$ cat src/rtl/conv_test_pkg.sv
// Shared types and size helpers for the convolution-engine stream self-test.
package conv_test_pkg;

  localparam int unsigned PIX_W_DEF = 8;
  localparam int unsigned ACC_W_DEF = 32;

  typedef enum logic [2:0] {
    S_IDLE,
    S_FSTART,
    S_FEED,
    S_DRAIN,
    S_CHECK,
    S_DONE
  } state_t;

  typedef logic signed [PIX_W_DEF-1:0] pixel_t;
  typedef logic signed [ACC_W_DEF-1:0] result_t;

  // Results produced per frame by a valid, stride-1 convolution.
  function automatic int unsigned out_count(input int unsigned mapsize,
                                            input int unsigned ksize,
                                            input int unsigned nch);
    return (mapsize - ksize + 1) * (mapsize - ksize + 1) * nch;
  endfunction

  // Index width for n entries, never narrower than one bit.
  function automatic int unsigned addr_w(input int unsigned n);
    return (n <= 2) ? 1 : $clog2(n);
  endfunction

endpackage

$ cat src/rtl/conv_stream_fifo2.sv
// Two-entry valid/ready FIFO; head data holds still until popped.
module conv_stream_fifo2 #(
  parameter int unsigned W = 8
) (
  input  logic         clk,
  input  logic         rst,
  input  logic         clr,
  input  logic         push,
  input  logic [W-1:0] push_data,
  input  logic         pop,
  output logic         valid,
  output logic [W-1:0] data,
  output logic [1:0]   occ
);

  logic [W-1:0] mem [2];
  logic         wr_ptr;
  logic         rd_ptr;
  logic [1:0]   cnt;
  logic         do_push;
  logic         do_pop;

  assign do_pop  = pop && (cnt != 2'd0);
  assign do_push = push && ((cnt != 2'd2) || do_pop);

  always_ff @(posedge clk) begin
    if (rst) begin
      mem[0] <= '0;
      mem[1] <= '0;
      wr_ptr <= 1'b0;
      rd_ptr <= 1'b0;
      cnt    <= 2'd0;
    end else if (clr) begin
      wr_ptr <= 1'b0;
      rd_ptr <= 1'b0;
      cnt    <= 2'd0;
    end else begin
      if (do_push) begin
        mem[wr_ptr] <= push_data;
        wr_ptr      <= ~wr_ptr;
      end
      if (do_pop) rd_ptr <= ~rd_ptr;
      cnt <= cnt + 2'(do_push) - 2'(do_pop);
    end
  end

  assign valid = (cnt != 2'd0);
  assign data  = mem[rd_ptr];
  assign occ   = cnt;

endmodule

$ cat src/rtl/conv_stream_selftest.sv
// Self-test controller: streams an image ROM into a convolution engine and
// checks each result against a golden ROM, over a programmable frame count.
module conv_stream_selftest
  import conv_test_pkg::*;
#(
  parameter int unsigned PIX_W       = 8,
  parameter int unsigned ACC_W       = 32,
  parameter int unsigned MAPSIZE     = 32,
  parameter int unsigned KSIZE       = 5,
  parameter int unsigned NUM_CH      = 1,
  parameter int unsigned TIMEOUT_CYC = 4096,
  parameter int unsigned ERR_W       = 16,
  localparam int unsigned OUT_COUNT  = out_count(MAPSIZE, KSIZE, NUM_CH),
  localparam int unsigned IMG_AW     = addr_w(MAPSIZE * MAPSIZE),
  localparam int unsigned GOLD_AW    = addr_w(OUT_COUNT)
) (
  input  logic               clk,
  input  logic               rst,
  input  logic               start,
  input  logic [7:0]         num_frames,
  output logic [IMG_AW-1:0]  img_addr,
  input  logic [PIX_W-1:0]   img_data,
  output logic [GOLD_AW-1:0] gold_addr,
  input  logic [ACC_W-1:0]   gold_data,
  output logic               dut_start,
  output logic               dut_valid,
  output logic [PIX_W-1:0]   dut_pixel,
  input  logic               dut_ready,
  input  logic               dut_wr_en,
  input  logic [GOLD_AW-1:0] dut_wr_addr,
  input  logic [ACC_W-1:0]   dut_wr_data,
  input  logic               dut_done,
  output logic               busy,
  output logic               done,
  output logic               pass,
  output logic               timeout,
  output logic [ERR_W-1:0]   err_count,
  output logic [GOLD_AW-1:0] first_err_addr,
  output logic [7:0]         frame_cnt
);

  localparam int unsigned IMG_N = MAPSIZE * MAPSIZE;
  localparam int unsigned PTR_W = IMG_AW + 1;
  localparam int unsigned RES_W = GOLD_AW + 1;
  localparam int unsigned WD_W  = $clog2(TIMEOUT_CYC + 1);

  state_t             state;
  state_t             state_nxt;
  logic [PTR_W-1:0]   ptr;
  logic               rd_pend;
  logic               rd_issue;
  logic [1:0]         fifo_occ;
  logic               fifo_clr;
  logic               pop;
  logic [7:0]         frames_tot;
  logic [RES_W-1:0]   res_cnt;
  logic [WD_W-1:0]    wd_cnt;
  logic               wd_fire;
  logic               done_seen;
  logic               start_ok;
  logic               chk_en;
  logic               s1_valid;
  logic               s1_oob;
  logic [GOLD_AW-1:0] s1_addr;
  logic [ACC_W-1:0]   s1_data;
  logic               err_inc;
  logic [GOLD_AW-1:0] err_addr;
  logic [ERR_W-1:0]   err_nxt;
  logic               to_nxt;

  assign start_ok  = start && ((state == S_IDLE) || (state == S_DONE));
  assign chk_en    = (state == S_FEED) || (state == S_DRAIN) || (state == S_CHECK);
  assign wd_fire   = ((state == S_FEED) || (state == S_DRAIN)) && (wd_cnt >= WD_W'(TIMEOUT_CYC));
  assign pop       = dut_valid && dut_ready;
  assign fifo_clr  = (state_nxt != S_FEED);
  assign img_addr  = ptr[IMG_AW-1:0];
  assign gold_addr = dut_wr_addr;
  assign to_nxt    = timeout || wd_fire;

  always_ff @(posedge clk) begin
    if (rst) state <= S_IDLE;
    else     state <= state_nxt;
  end

  // Next state, ROM read issue and error detection.
  always_comb begin
    state_nxt = state;
    rd_issue  = 1'b0;
    err_inc   = 1'b0;
    err_addr  = '0;
    err_nxt   = err_count;
    case (state)
      S_IDLE, S_DONE: if (start) state_nxt = S_FSTART;
      S_FSTART:       state_nxt = S_FEED;
      S_FEED: begin
        rd_issue = (({1'b0, fifo_occ} + {2'b0, rd_pend}) < 3'd2) && (ptr < PTR_W'(IMG_N));
        if (wd_fire) state_nxt = S_DONE;
        else if ((ptr == PTR_W'(IMG_N)) && !rd_pend && (fifo_occ == 2'd0)) state_nxt = S_DRAIN;
      end
      S_DRAIN: begin
        if (wd_fire) state_nxt = S_DONE;
        else if (dut_done || done_seen) state_nxt = S_CHECK;
      end
      S_CHECK: begin
        if (!s1_valid) begin
          if (res_cnt != RES_W'(OUT_COUNT)) begin
            err_inc  = 1'b1;
            err_addr = GOLD_AW'(res_cnt);
          end
          state_nxt = (({1'b0, frame_cnt} + 9'd1) >= {1'b0, frames_tot}) ? S_DONE : S_FSTART;
        end
      end
      default: state_nxt = S_IDLE;
    endcase
    // Stage-2 compare; a stale result landing in IDLE/DONE is dropped.
    if (s1_valid && (state != S_IDLE) && (state != S_DONE) &&
        (s1_oob || (gold_data != s1_data))) begin
      err_inc  = 1'b1;
      err_addr = s1_addr;
    end
    if (err_inc && (err_count != '1)) err_nxt = err_count + ERR_W'(1);
  end

  conv_stream_fifo2 #(.W(PIX_W)) u_fifo (
    .clk       (clk),
    .rst       (rst),
    .clr       (fifo_clr),
    .push      (rd_pend && (state == S_FEED)),
    .push_data (img_data),
    .pop       (pop),
    .valid     (dut_valid),
    .data      (dut_pixel),
    .occ       (fifo_occ)
  );

  always_ff @(posedge clk) begin
    if (rst) begin
      dut_start      <= 1'b0;
      busy           <= 1'b0;
      done           <= 1'b0;
      pass           <= 1'b0;
      timeout        <= 1'b0;
      err_count      <= '0;
      first_err_addr <= '0;
      frame_cnt      <= '0;
      frames_tot     <= '0;
      ptr            <= '0;
      rd_pend        <= 1'b0;
      res_cnt        <= '0;
      wd_cnt         <= '0;
      done_seen      <= 1'b0;
      s1_valid       <= 1'b0;
      s1_oob         <= 1'b0;
      s1_addr        <= '0;
      s1_data        <= '0;
    end else begin
      dut_start <= (state_nxt == S_FSTART);
      busy      <= (state_nxt != S_IDLE) && (state_nxt != S_DONE);
      done      <= (state_nxt == S_DONE);
      pass      <= (state_nxt == S_DONE) && (err_nxt == '0) && !to_nxt;
      rd_pend   <= rd_issue;

      s1_valid <= chk_en && dut_wr_en;
      s1_oob   <= (32'(dut_wr_addr) >= 32'(OUT_COUNT));
      s1_addr  <= dut_wr_addr;
      s1_data  <= dut_wr_data;

      if (state == S_FSTART)  ptr <= '0;
      else if (rd_issue)      ptr <= ptr + PTR_W'(1);

      if (state == S_FSTART)                             res_cnt <= '0;
      else if (chk_en && dut_wr_en && (res_cnt != '1))   res_cnt <= res_cnt + RES_W'(1);

      // Watchdog restarts on any sign of life from the engine.
      if ((state == S_FSTART) || pop || dut_wr_en) wd_cnt <= '0;
      else if (((state == S_FEED) || (state == S_DRAIN)) && (wd_cnt < WD_W'(TIMEOUT_CYC)))
        wd_cnt <= wd_cnt + WD_W'(1);

      if (state == S_FSTART)                                          done_seen <= 1'b0;
      else if (((state == S_FEED) || (state == S_DRAIN)) && dut_done) done_seen <= 1'b1;

      if (start_ok) begin
        frames_tot     <= (num_frames == 8'd0) ? 8'd1 : num_frames;
        err_count      <= '0;
        first_err_addr <= '0;
        timeout        <= 1'b0;
        frame_cnt      <= '0;
      end else begin
        err_count <= err_nxt;
        if (err_inc && (err_count == '0)) first_err_addr <= err_addr;
        if (wd_fire) timeout <= 1'b1;
        if ((state == S_CHECK) && !s1_valid) frame_cnt <= frame_cnt + 8'd1;
      end
    end
  end

endmodule
$ cat config.mk
export PLATFORM = sky130hd
export DESIGN_NAME = conv_stream_selftest
export DESIGN_NICKNAME = d
export VERILOG_FILES = /design/src/rtl/conv_test_pkg.sv /design/src/rtl/conv_stream_fifo2.sv /design/src/rtl/conv_stream_selftest.sv
export SDC_FILE = /design/constraint.sdc
export NUM_CORES = 1
export LEC_CHECK = 0
export CELL_PAD_IN_SITES_DETAIL_PLACEMENT = 0
export CELL_PAD_IN_SITES_GLOBAL_PLACEMENT = 1
export CORE_ASPECT_RATIO = 1.2
export CORE_MARGIN = 10
export CORE_UTILIZATION = 51
export DETAILED_ROUTE_END_ITERATION = 10
export DONT_BUFFER_PORTS = 1
export MAX_ROUTING_LAYER = met4
export PLACE_DENSITY_LB_ADDON = 0.1
export SYNTH_ARGS = -nofsm -noshare
export SYNTH_HDL_FRONTEND = slang
export SYNTH_SLANG_ARGS = --single-unit
$ cat constraint.sdc
create_clock -name clk -period 7.4 [get_ports clk]
set_input_delay 1.11 -clock clk [delete_from_list [all_inputs] [get_ports clk]]
set_output_delay 1.11 -clock clk [all_outputs]
set_load 0.02 [all_outputs]
# Word level (Yosys, flattened, before mapping)
# Memory sizes are Yosys's and may differ from the RTL's. A register that Yosys moved wholly into a read port is not among the register bits.
# Cells that the tools add are included.
# classes
n_bitwise,2
n_eq_ne,16
n_reduce_logical,48
n_mux,30
multipliers,0
n_addsub,9
n_shift,0
div_mod_pow,0
n_lt_le_gt_ge,6
# op_table
cell,n
$mux W10,4
$logic_not A16 Y1,2
$ne A32 B32 Y1,1
$add A11 B1 Y11 const B,2
$logic_and A1 B1 Y1,22
$mux W3,7
$add A16 B1 Y16 const B,1
$mux W16,1
$mux W8,2
$ne A16 B16 Y1 const B,1
$mux W1,15
$pmux W3 S5,1
$add A13 B1 Y13 const B,1
$ge A13 B13 Y1 const B,1
$lt A13 B13 Y1 const B,1
$eq A11 B11 Y1 const B,1
$lt A11 B11 Y1 const B,1
$ne A11 B10 Y1 const B,1
$ne A11 B11 Y1 const B,1
$ge A10 B10 Y1 const B,1
$reduce_or A2 Y1,5
$add A8 B1 Y9 const B,1
$eq A3 B3 Y1 const B,3
$ge A9 B8 Y1,1
19 further kinds,34
# totals
ramBits,16
memories,1
register_bits,135
out_inout_bits,68
latch_bits,0
mem_bits_ro,0
word_cells,134
# memory_table
name,words,word_bits,rd,rd_ports_with_merged_regs,wr,line_no,source
u_fifo.mem,2,8,1,1,2,conv_stream_fifo2.sv:16,logic [W-1:0] mem [2];

# Longest topological paths before layout
# Gate-level depths: netlist of the first run.
# logic_depth
ltp_word,12
depth_mapped,12
depth_no_buf,12

# Modules after synthesis
# From an unflattened synthesis of the first run, not the netlist that was laid out.
# unflattened
hier_cells,725
hier_area_um2,7029.2
# by_module_without_submodules
mod,area_each_um2,cells_per_inst,n_inst
conv_stream_selftest,6064.6,657,1
conv_stream_fifo2,964.7,68,1

# Least setup slack after synthesis of the first run
# No wires, ideal clock.
# synth_timing
kind,input -> register
from,in gold_data[5]
to,reg pass
cell_stages,9
n_path_buf,1
setup_ns,0.103
arrival_ns,3.069
path_slack_ns,4.228
path_cell_list,xor2_1 nor4_1 nand4_1 or4b_4 buf_6 nand3_1 mux2i_1 o2111ai_1 a2111oi_2
# synth_between
elab_chain_len,9
# synth_rtl
element,line_no,source
from (decl),conv_stream_selftest.sv:24,"input logic [ACC_W-1:0] gold_data,"
$ne A32 B32 Y1,conv_stream_selftest.sv:117,(s1_oob || (gold_data != s1_data))) begin
$logic_or A1 B1 Y1,conv_stream_selftest.sv:117,
$logic_and A1 B1 Y1,conv_stream_selftest.sv:116,if (s1_valid && (state != S_IDLE) && (state != S_DONE) &&
$mux W1,conv_stream_selftest.sv:116,
$logic_and A1 B1 Y1,conv_stream_selftest.sv:121,if (err_inc && (err_count != '1)) err_nxt = err_count + ERR_W'(1);
$mux W16,conv_stream_selftest.sv:121,
$logic_not A16 Y1,conv_stream_selftest.sv:160,pass <= (state_nxt == S_DONE) && (err_nxt == '0) && !to_nxt;
$logic_and A1 B1 Y1 (2 in series),conv_stream_selftest.sv:160,
to (signal assigned),conv_stream_selftest.sv:160,
to (decl),conv_stream_selftest.sv:35,"output logic pass,"
# No other way between the ends.
# A chain may end at the register's enable or synchronous reset.

==> impl_metrics.env, run 1 <==
export IMPL_ctsHtreeMaxLevel=4
export IMPL_track_usage_pct=17.5
export IMPL_wl_um=16100
export IMPL_cap_violations=0
export IMPL_place_ws_ps=3790
export IMPL_fin_crit_ps=3190
export IMPL_ys_top_cells_by_area="dfxtp_1, edfxtp_1, xor2_1"
export IMPL_clk_pin_slew_ps=60
export IMPL_post_cts_buffers=0
export IMPL_report_final_slew_viol_count=0
export IMPL_drive_above_1_share_pct=7.99
export IMPL_cts_resized=0
export IMPL_synth_nets=854
export IMPL_synthesis_area_um2=6980
export IMPL_die_w_um=127
export IMPL_synth_edf_count=16
export IMPL_cp_start_kind="flip-flop"
export IMPL_cts_tree="yes"
export IMPL_ant_nets=0
export IMPL_core_um2=13300
export IMPL_setup_viol=0
export IMPL_status="finished, final reports clean"
export IMPL_area_growth_pct=7.85
export IMPL_yosysTopAreaCellShare_pct=39.0
export IMPL_reg2reg_to="u_fifo.mem[1][0]$_SDFFCE_PN0P_"
export IMPL_synth_flop_cell="dfxtp_1"
export IMPL_gp_congestion=0.855
export IMPL_maxSlewHeadroom_pct=31.6
export IMPL_p_leak_nw=2.83
export IMPL_worst_pin_slew_ps=1010
export IMPL_wl_per_cell_um=18.1
export IMPL_min_to="done_seen$_SDFFE_PP0P_"
export IMPL_ff2ff_path_depth=7
export IMPL_clockRootBuffer="clkbuf_16"
export IMPL_end_kind="flip-flop"
export IMPL_seq_area_frac_synth_pct=45.9
export IMPL_synth_common_cells="dfxtp_1, nor2_1, xor2_1"
export IMPL_ir_worst_vdd_mv=0.144
export IMPL_synthCells=740
export IMPL_placed_cells=862
export IMPL_fin_ws_ps=4210
export IMPL_finalPower_mw=1.81
export IMPL_ys_ff_latch=152
export IMPL_first_iter_violations=285
export IMPL_layout_nets=827
export IMPL_synth_distinct_cells=55
export IMPL_rsz0062_at_grt="no"
export IMPL_clk_latency_ps=420
export IMPL_synth_top_area_cell="dfxtp_1"
export IMPL_synthMostInstantiatedCell="dfxtp_1"
export IMPL_grt_max_degree=62
export IMPL_dr_pass1_iters=4
export IMPL_portBuffers=0
export IMPL_crit_required_ps=7520
export IMPL_n_fill_cell=1179
export IMPL_remaining_drc_errors=0
export IMPL_grt_pass1_vias=5034
export IMPL_min_path_type="flip-flop to flip-flop"
export IMPL_skew_ps=7.76
export IMPL_ys_warn_count=0
export IMPL_num_rows=46
export IMPL_vias=4875
export IMPL_reg2reg_from="ptr[0]$_SDFFE_PP0P_"
export IMPL_synth_area_per_cell_um2=9.44
export IMPL_ff2ff_setup_slack_ps=4210
export IMPL_period_share_pct=43.1
export IMPL_path_max_fanout=9
export IMPL_fmax_mhz=314
export IMPL_p_per_area_nw_per_um2=240
export IMPL_whs_path_depth=2
export IMPL_crit_type="flip-flop to flip-flop"
export IMPL_initial_core_util_pct=52.5
export IMPL_cts_buffers=17
export IMPL_hold_viol=0
export IMPL_grt_overflow_total=0
export IMPL_cts_hold_buf=0
export IMPL_grt_pass1_wl_um=25900
export IMPL_dp_hpwl_um=12200
export IMPL_die_h_um=148
export IMPL_antenna_cells=0
export IMPL_fin_tns_setup_ps=0
export IMPL_antenna_found_initial=0
export IMPL_async_reset_ff_share_pct=0
export IMPL_ios=164
export IMPL_hp_start="done_seen$_SDFFE_PP0P_"
export IMPL_clkSinkCount=152
export IMPL_vias_per_cell=5.45
export IMPL_cts_buffer_depth=2
export IMPL_die_area_um2=18800
export IMPL_crit_arrival_ps=3300
export IMPL_fin_cells=894
## critical path: stages, from the launching register on
cell and delay, ps:
dfxtp_1 560, inv_1 80, ha_1 200, and4b_1 170
a31oi_1 480, nand2_1 290, nor3_1 720, or2_2 360
## registers in the layout (all words and copies together), names as in the netlist, 2 cells and up, named ones only
name	count
wd_cnt	13
ptr	11
u_fifo.mem	16
s1_data	32
state	3
s1_addr	10
err_count	16
frames_tot	8
frame_cnt	8
first_err_addr	10
u_fifo.occ	2
res_cnt	11
## layout make-up
type	instances	area (µm²)	share of cell area [%]
Clock buffer	21	462	6.13
Clock inverter	11	124	1.64
Inverter	23	86.3	1.15
Multi-Input combinational cell	517	3430	45.6
Sequential cell	152	3200	42.5
Tap cell	168	210	2.79
Timing Repair Buffer	2	15.0	0.199
## logic make-up (layout without fill, tap and decap cells)
group	count (synthesis)	in the layout	synth area share (%)
simple gates	316	316	24.2
xor+xnor	91	91	11.5
flops	152	152	45.9
buf+inv	71	57	5.00
mux	24	24	3.60
compound gates	68	68	6.63
fa+ha+maj	18	18	3.23
## how the worst max path moves through the flow
| stage | startpoint | end | slack, ps | depth (start not counted) |
|---|---|---|---|---|
| floorplan | gold_data[5] | pass$_SDFF_PP0_ | 4230 | 9 |
| global placement | gold_data[5] | pass$_SDFF_PP0_ | 3840 | 8 |
| detailed placement | start | u_fifo.mem[1][0]$_SDFFCE_PN0P_ | 3790 | 7 |
| CTS | ptr[0]$_SDFFE_PP0P_ | u_fifo.mem[1][0]$_SDFFCE_PN0P_ | 4190 | 7 |
| global route | state[0]$_SDFF_PP0_ | u_fifo.mem[0][5]$_SDFFCE_PN0P_ | 3960 | 8 |
| finish | ptr[0]$_SDFFE_PP0P_ | u_fifo.mem[1][0]$_SDFFCE_PN0P_ | 4210 | 7 |
## cells in the final DEF (no fill, tap or decap), drive strengths merged, types with 19 or more instances in the layout
master,instances
dfxtp,136
nor2,98
xor2,55
nor2b,48
xnor2,36
nand2,33
inv,23
nand3,21
clkbuf,21
nand4,20
and2,19
a21oi,19
## where the power goes
part / switching [mW] / internal [mW] / leakage (nW)
combinational: 0.0464 / 0.0371 / 1.29
sequential: 0.0183 / 0.856 / 1.27
clock: 0.336 / 0.514 / 0.270
total: 0.400 / 1.41 / 2.83
## layer usage
metal	track usage, %	wire length, µm	vias up
met2	27.6	7540	168
met4	6.67	240	0
met3	5.73	1240	24
met1	20.2	7120	2244
li1	-	-	2439
met5	-	0	-
## through the flow
stage | hold WS, ps | util (%) | area, µm²
6_report | 472 | 56.6 | 7530
5_1_grt | 524 | 56.6 | 7530
4_1_cts | 475 | 56.6 | 7530
3_5_place_dp | 460 | 52.2 | 6950
3_3_place_gp | 456 | 52.2 | 6950
2_1_floorplan | 437 | - | 6980
No activity file was read; power rests on OpenSTA's default activity.
==> inputs of run 2 (changes only) <==
--- a/config.mk
+++ b/config.mk
@@ -9,7 +9,7 @@
 export CELL_PAD_IN_SITES_GLOBAL_PLACEMENT = 1
 export CORE_ASPECT_RATIO = 1.2
 export CORE_MARGIN = 10
-export CORE_UTILIZATION = 51
+export CORE_UTILIZATION = 43
 export DETAILED_ROUTE_END_ITERATION = 10
 export DONT_BUFFER_PORTS = 1
 export MAX_ROUTING_LAYER = met4
==> constraint.sdc (replaced) <==
create_clock -name clk -period 2.7 [get_ports clk]
set_input_delay 0.405 -clock clk [delete_from_list [all_inputs] [get_ports clk]]
set_output_delay 0.405 -clock clk [all_outputs]
set_load 0.02 [all_outputs]
==> run 2 against run 1 <==
Power grew to 2.8 times the previous value. Global-route usage is 0.75 points lower. First-iteration DRC count is 1.1% lower. Design area is 8.8% higher. Critical path type unchanged. Critical endpoint is now pass$_SDFF_PP0_. Largest cell class unchanged. Highest routed layer unchanged.
==> impl_metrics.env, run 2 (same netlist as run 1, synthesis figures left out) <==
export IMPL_core_um2=15800
export IMPL_internal_power_mw=3.86
export IMPL_ctsHtreeMaxLevel=4
export IMPL_grt_overflow_total=0
export IMPL_remaining_drc_errors=0
export IMPL_place_ws_ps=-95.3
export IMPL_cap_violations=0
export IMPL_pwr_share_seq_pct=47.0
export IMPL_gp_congestion=0.824
export IMPL_grt_max_degree=62
export IMPL_postLayoutCoreUtil_pct=52.0
export IMPL_layout_nets=897
export IMPL_cts_buffer_depth=2
export IMPL_report_final_slew_viol_count=0
export IMPL_wl_per_cell_um=17.5
export IMPL_period_share_pct=99.6
export IMPL_crit_family="simple AND/OR/NAND/NOR gates"
export IMPL_min_path_type="primary input to flip-flop"
export IMPL_n_fill_cell=1515
export IMPL_cts_hold_buf=0
export IMPL_setup_viol=0
export IMPL_largest_register_ff_count=32
export IMPL_area_growth_pct=17.4
export IMPL_fin_ws_ps=9.82
export IMPL_drive_above_1_share_pct=18.0
export IMPL_initial_core_util_pct=44.3
export IMPL_placed_cells=965
export IMPL_hold_viol=0
export IMPL_clk_latency_ps=420
export IMPL_path_max_fanout=5
export IMPL_cp_start_kind="flip-flop"
export IMPL_track_usage_pct=16.7
export IMPL_status="finished, final reports clean"
export IMPL_fin_tns_setup_ps=0
export IMPL_power_frac_clock_pct=47.8
export IMPL_p_per_area_nw_per_um2=619
export IMPL_num_rows=50
export IMPL_reg_top3="s1_data x32, err_count x16, u_fifo.mem x16"
export IMPL_skew_ps=10.8
export IMPL_fin_cells=1004
export IMPL_clockRootBuffer="clkbuf_16"
export IMPL_fmax_mhz=372
export IMPL_first_iter_violations=282
export IMPL_final_common_cell="dfxtp_1"
export IMPL_ir_worst_vdd_mv=0.432
export IMPL_grt_pass1_vias=5377
export IMPL_die_h_um=160
export IMPL_switching_share_pct=23.8
export IMPL_antenna_cells=0
export IMPL_clkSinkCount=152
export IMPL_hold_ws_ps=51.0
export IMPL_die_w_um=136
export IMPL_end_kind="flip-flop"
export IMPL_grt_pass1_wl_um=28000
export IMPL_ant_nets=0
export IMPL_crit_arrival_ps=3000
export IMPL_portBuffers=0
export IMPL_final_cell_mix="dfxtp_1, nor2_1, buf_4, xor2_1, nor2b_1"
export IMPL_regMostFlops="s1_data"
export IMPL_crit_required_ps=3010
export IMPL_vias=5216
export IMPL_cts_tree="yes"
export IMPL_die_area_um2=21800
export IMPL_antenna_found_initial=0
export IMPL_dr_pass1_iters=4
export IMPL_ios=164
export IMPL_maxSlewHeadroom_pct=50.9
export IMPL_cpPeakStageDelay_ps=600
export IMPL_wl_um=17500
export IMPL_crit_type="flip-flop to flip-flop"
export IMPL_cts_buffers=17
export IMPL_p_comb_share_pct=5.2
export IMPL_crit_slowest_cell="or4b_4"
export IMPL_dp_hpwl_um=13600
export IMPL_p_leak_nw=3.21
export IMPL_p_switching_mw=1.21
export IMPL_clk_pin_slew_ps=60
export IMPL_cpMostUsedCell="or4b_4"
export IMPL_fin_crit_ps=2690
export IMPL_worst_pin_slew_ps=727
export IMPL_rsz0062_at_grt="yes"
export IMPL_cp_buffers_inverters=0
export IMPL_crit_chain="or4b_4, o41a_4, or4b_4, nand4_1, mux2i_1, nand2b_1, a2111oi_2"
export IMPL_vias_per_cell=5.20
## run 2: cell count changes in the layout (fill, tap and decap cells not counted), sizes merged
cell / change
buf: +69
inv: +6
clkbuf: -4
clkinvlp: -3
clkinv: +1
or4b: +1
## run 2: final cells by class
cell class                 count  area [µm²]  share of cell area (%)
inverter                      23        86.3                    1.05
tap                          208         260                    3.18
clock buffer                  17         425                    5.19
timing repair buffer          71         533                    6.50
sequential                   152        3210                    39.1
clock inverter                15         185                    2.26
multi-input combinational    518        3500                    42.7
## run 2: repair_timing
action                     4_1_cts  5_1_grt
setup buffers                    1        5
pin swaps                        4        5
hold endpoints to repair         0        0
setup endpoints to repair        1        2
cloned                           1        0
gates resized for setup          1       10
## run 2: power groups by stage
stage / Sequential (mW) / Clock [mW] / Combinational (mW)
finish: 2.38 / 2.42 / 0.263
global route: 2.39 / 2.59 / 0.296
CTS: 2.38 / 2.49 / 0.264
detailed placement: 2.43 / 0 / 0.263
global placement: 2.43 / 0 / 0.257
floorplan: 2.42 / 0 / 0.234
## run 2: per-stage QoR
stage / power, mW / cell area (µm²)
2_1_floorplan: 2.66 / 7010
3_3_place_gp: 2.69 / 7490
3_5_place_dp: 2.70 / 7490
4_1_cts: 5.14 / 8130
5_1_grt: 5.27 / 8200
6_report: 5.07 / 8200
## run 2: final timing paths
kind / startpoint / to / slack (ps) / cells past startpoint
worst min register to register: done_seen$_SDFFE_PP0P_ / done_seen$_SDFFE_PP0P_ / 490 / 2
worst max-delay path: res_cnt[2]$_SDFFE_PP0P_ / pass$_SDFF_PP0_ / 10 / 7
worst max register to register: res_cnt[2]$_SDFFE_PP0P_ / pass$_SDFF_PP0_ / 10 / 7
worst min-delay path: rst / s1_data[26]$_SDFF_PP0_ / 50 / 1
## run 2: worst reg2reg max path, stage by stage, from the launching register on
cell       delay [ps]
dfxtp_2           320
or4b_4            520
o41a_4            390
or4b_4            600
nand4_1           150
mux2i_1           220
nand2b_1           90
a2111oi_2         290
## run 2: metal layers
metal	share of wire, %	track usage (%)
met1	43	18.9
met3	8.2	6.15
met2	48	26.7
met4	0.55	5.58
met5	0	-
==> inputs of run 3 (changes only) <==
--- a/config.mk
+++ b/config.mk
@@ -8,7 +8,7 @@
 export CELL_PAD_IN_SITES_DETAIL_PLACEMENT = 0
 export CELL_PAD_IN_SITES_GLOBAL_PLACEMENT = 1
 export CORE_ASPECT_RATIO = 1.2
-export CORE_MARGIN = 10
+export CORE_MARGIN = 1.5
 export CORE_UTILIZATION = 43
 export DETAILED_ROUTE_END_ITERATION = 10
 export DONT_BUFFER_PORTS = 1
==> run 3 against run 2 <==
Non-clock buffer count shrank 5. Setup slack gained 26 ps. Worst hold slack got worse by 3.0 ps. Cell count shrank 0.50%. Sequential power about the same. Design area is 0.72% lower. Largest cell class unchanged. Clock skew is 1.2 ps lower. Critical path type unchanged. Flip-flop and latch count did not move.
==> impl_metrics.env, run 3 (same netlist as run 1, synthesis figures left out) <==
export IMPL_dr_pass1_iters=4
export IMPL_die_w_um=119
export IMPL_ios=164
export IMPL_dpl_cell_area_um2=7510
export IMPL_ctsHtreeMaxLevel=4
export IMPL_ant_nets=0
export IMPL_hold_viol=0
export IMPL_cts_buffer_depth=2
export IMPL_ir_worst_vdd_mv=0.382
export IMPL_die_area_um2=17000
export IMPL_crit_type="flip-flop to flip-flop"
export IMPL_area_growth_pct=16.5
export IMPL_pwr_share_seq_pct=47.9
export IMPL_cts_hold_buf=0
export IMPL_dp_hpwl_um=12400
export IMPL_fin_cells=999
export IMPL_cts_tree="yes"
export IMPL_cts_buffers=17
export IMPL_grt_overflow_total=0
export IMPL_grt_pass1_vias=5158
export IMPL_num_rows=50
export IMPL_core_um2=15800
export IMPL_first_iter_violations=260
export IMPL_crit_chain="or4b_1, o41a_4, or4b_4, nand4_1, mux2i_1, nand2b_1, a2111oi_2"
export IMPL_fmax_mhz=375
export IMPL_final_common_cell="dfxtp_1"
export IMPL_remaining_drc_errors=0
export IMPL_p_comb_share_pct=5.4
export IMPL_crit_slowest_cell="or4b_4"
export IMPL_met1_usage_pct=24.6
export IMPL_grt_pass1_wl_um=26300
export IMPL_setup_viol=0
export IMPL_p_per_area_nw_per_um2=612
export IMPL_initial_core_util_pct=44.3
export IMPL_crit_family="simple AND/OR/NAND/NOR gates"
export IMPL_cp_buffers_inverters=0
export IMPL_antenna_cells=0
export IMPL_layout_nets=892
export IMPL_switching_share_pct=24.3
export IMPL_report_final_slew_viol_count=0
export IMPL_fin_tns_setup_ps=0
export IMPL_status="finished, final reports clean"
export IMPL_clk_pin_slew_ps=60
export IMPL_period_share_pct=98.7
export IMPL_grtUsageMet3_pct=5.73
export IMPL_vias=5227
export IMPL_wl_per_cell_um=16.4
export IMPL_min_path_type="primary input to flip-flop"
export IMPL_regMostFlops="s1_data"
export IMPL_wl_um=16400
export IMPL_clk_latency_ps=420
export IMPL_grt_max_degree=62
export IMPL_grt_busiest_layer="met2"
export IMPL_die_h_um=143
export IMPL_worst_pin_slew_ps=984
export IMPL_n_fill_cell=1499
export IMPL_crit_required_ps=3020
export IMPL_power_frac_clock_pct=46.8
export IMPL_placed_cells=965
export IMPL_crit_arrival_ps=2980
export IMPL_finalPower_mw=4.98
export IMPL_track_usage_pct=20.4
export IMPL_reg_top3="s1_data x32, err_count x16, u_fifo.mem x16"
export IMPL_drive_above_1_share_pct=17.1
export IMPL_end_kind="flip-flop"
export IMPL_finalInstanceArea_um2=8140
export IMPL_vias_per_cell=5.23
export IMPL_fin_crit_ps=2660
export IMPL_final_cell_mix="dfxtp_1, nor2_1, buf_4, xor2_1, nor2b_1"
export IMPL_antenna_found_initial=0
export IMPL_portBuffers=0
export IMPL_skew_ps=9.58
export IMPL_rsz0062_at_grt="yes"
export IMPL_p_switching_mw=1.21
export IMPL_use_met2_pct=32.7
export IMPL_internal_power_mw=3.77
export IMPL_clockRootBuffer="clkbuf_16"
export IMPL_path_max_fanout=5
export IMPL_clkSinkCount=152
export IMPL_gp_congestion=0.845
export IMPL_p_leak_nw=3.18
export IMPL_largest_register_ff_count=32
export IMPL_cp_start_kind="flip-flop"
export IMPL_maxSlewHeadroom_pct=33.5
export IMPL_cpPeakStageDelay_ps=600
export IMPL_cap_violations=0
[run 3: power groups by stage]
stage / Clock, mW / Combinational [mW] / Sequential (mW)
after CTS: 2.39 / 0.270 / 2.38
after global routing: 2.48 / 0.299 / 2.39
after floorplan: 0 / 0.234 / 2.42
final: 2.33 / 0.266 / 2.38
after detailed placement: 0 / 0.269 / 2.43
after global placement: 0 / 0.264 / 2.43
[run 3: final cells by class]
type                            count  area, µm²  area share (%)
Clock buffer                       17        425            5.23
Clock inverter                     15        153            1.88
Inverter                           23       86.3            1.06
Multi-Input combinational cell    518       3500            43.0
Sequential cell                   152       3210            39.4
Tap cell                          208        260            3.20
Timing Repair Buffer               66        508            6.24
[run 3: path summary, 6_finish.rpt]
check                          start                     end  slack [ps]  cells after the start
max reg2reg  res_cnt[2]$_SDFFE_PP0P_         pass$_SDFF_PP0_          40                      7
max          res_cnt[2]$_SDFFE_PP0P_         pass$_SDFF_PP0_          40                      7
min                              rst  s1_data[15]$_SDFF_PP0_          50                      1
min reg2reg   done_seen$_SDFFE_PP0P_  done_seen$_SDFFE_PP0P_         490                      2
[run 3: through the flow]
stage          utilization [%]  hold slack, ps  setup WS [ps]
6_report                  51.6            48.0           36.2
5_1_grt                   51.6            27.7          -23.7
4_1_cts                   51.4            32.5           7.63
3_5_place_dp              47.6             480          -66.0
3_3_place_gp              47.6             452          -12.6
2_1_floorplan                -             437          -31.6
[run 3: timing repair]
item / in CTS / in global routing
setup buffers: 1 / 0
pin swaps: 7 / 1
gates resized for setup: 1 / 9
cloned: 1 / 0
endpoints found under the setup margin: 1 / 2
[run 3: layer usage]
metal | routed length [µm] | share of wire, % | up-vias
li1 | - | - | 2579
met1 | 7300 | 45 | 2437
met2 | 7630 | 47 | 186
met3 | 1130 | 6.9 | 25
met4 | 333 | 2.0 | 0
met5 | 0 | 0 | -
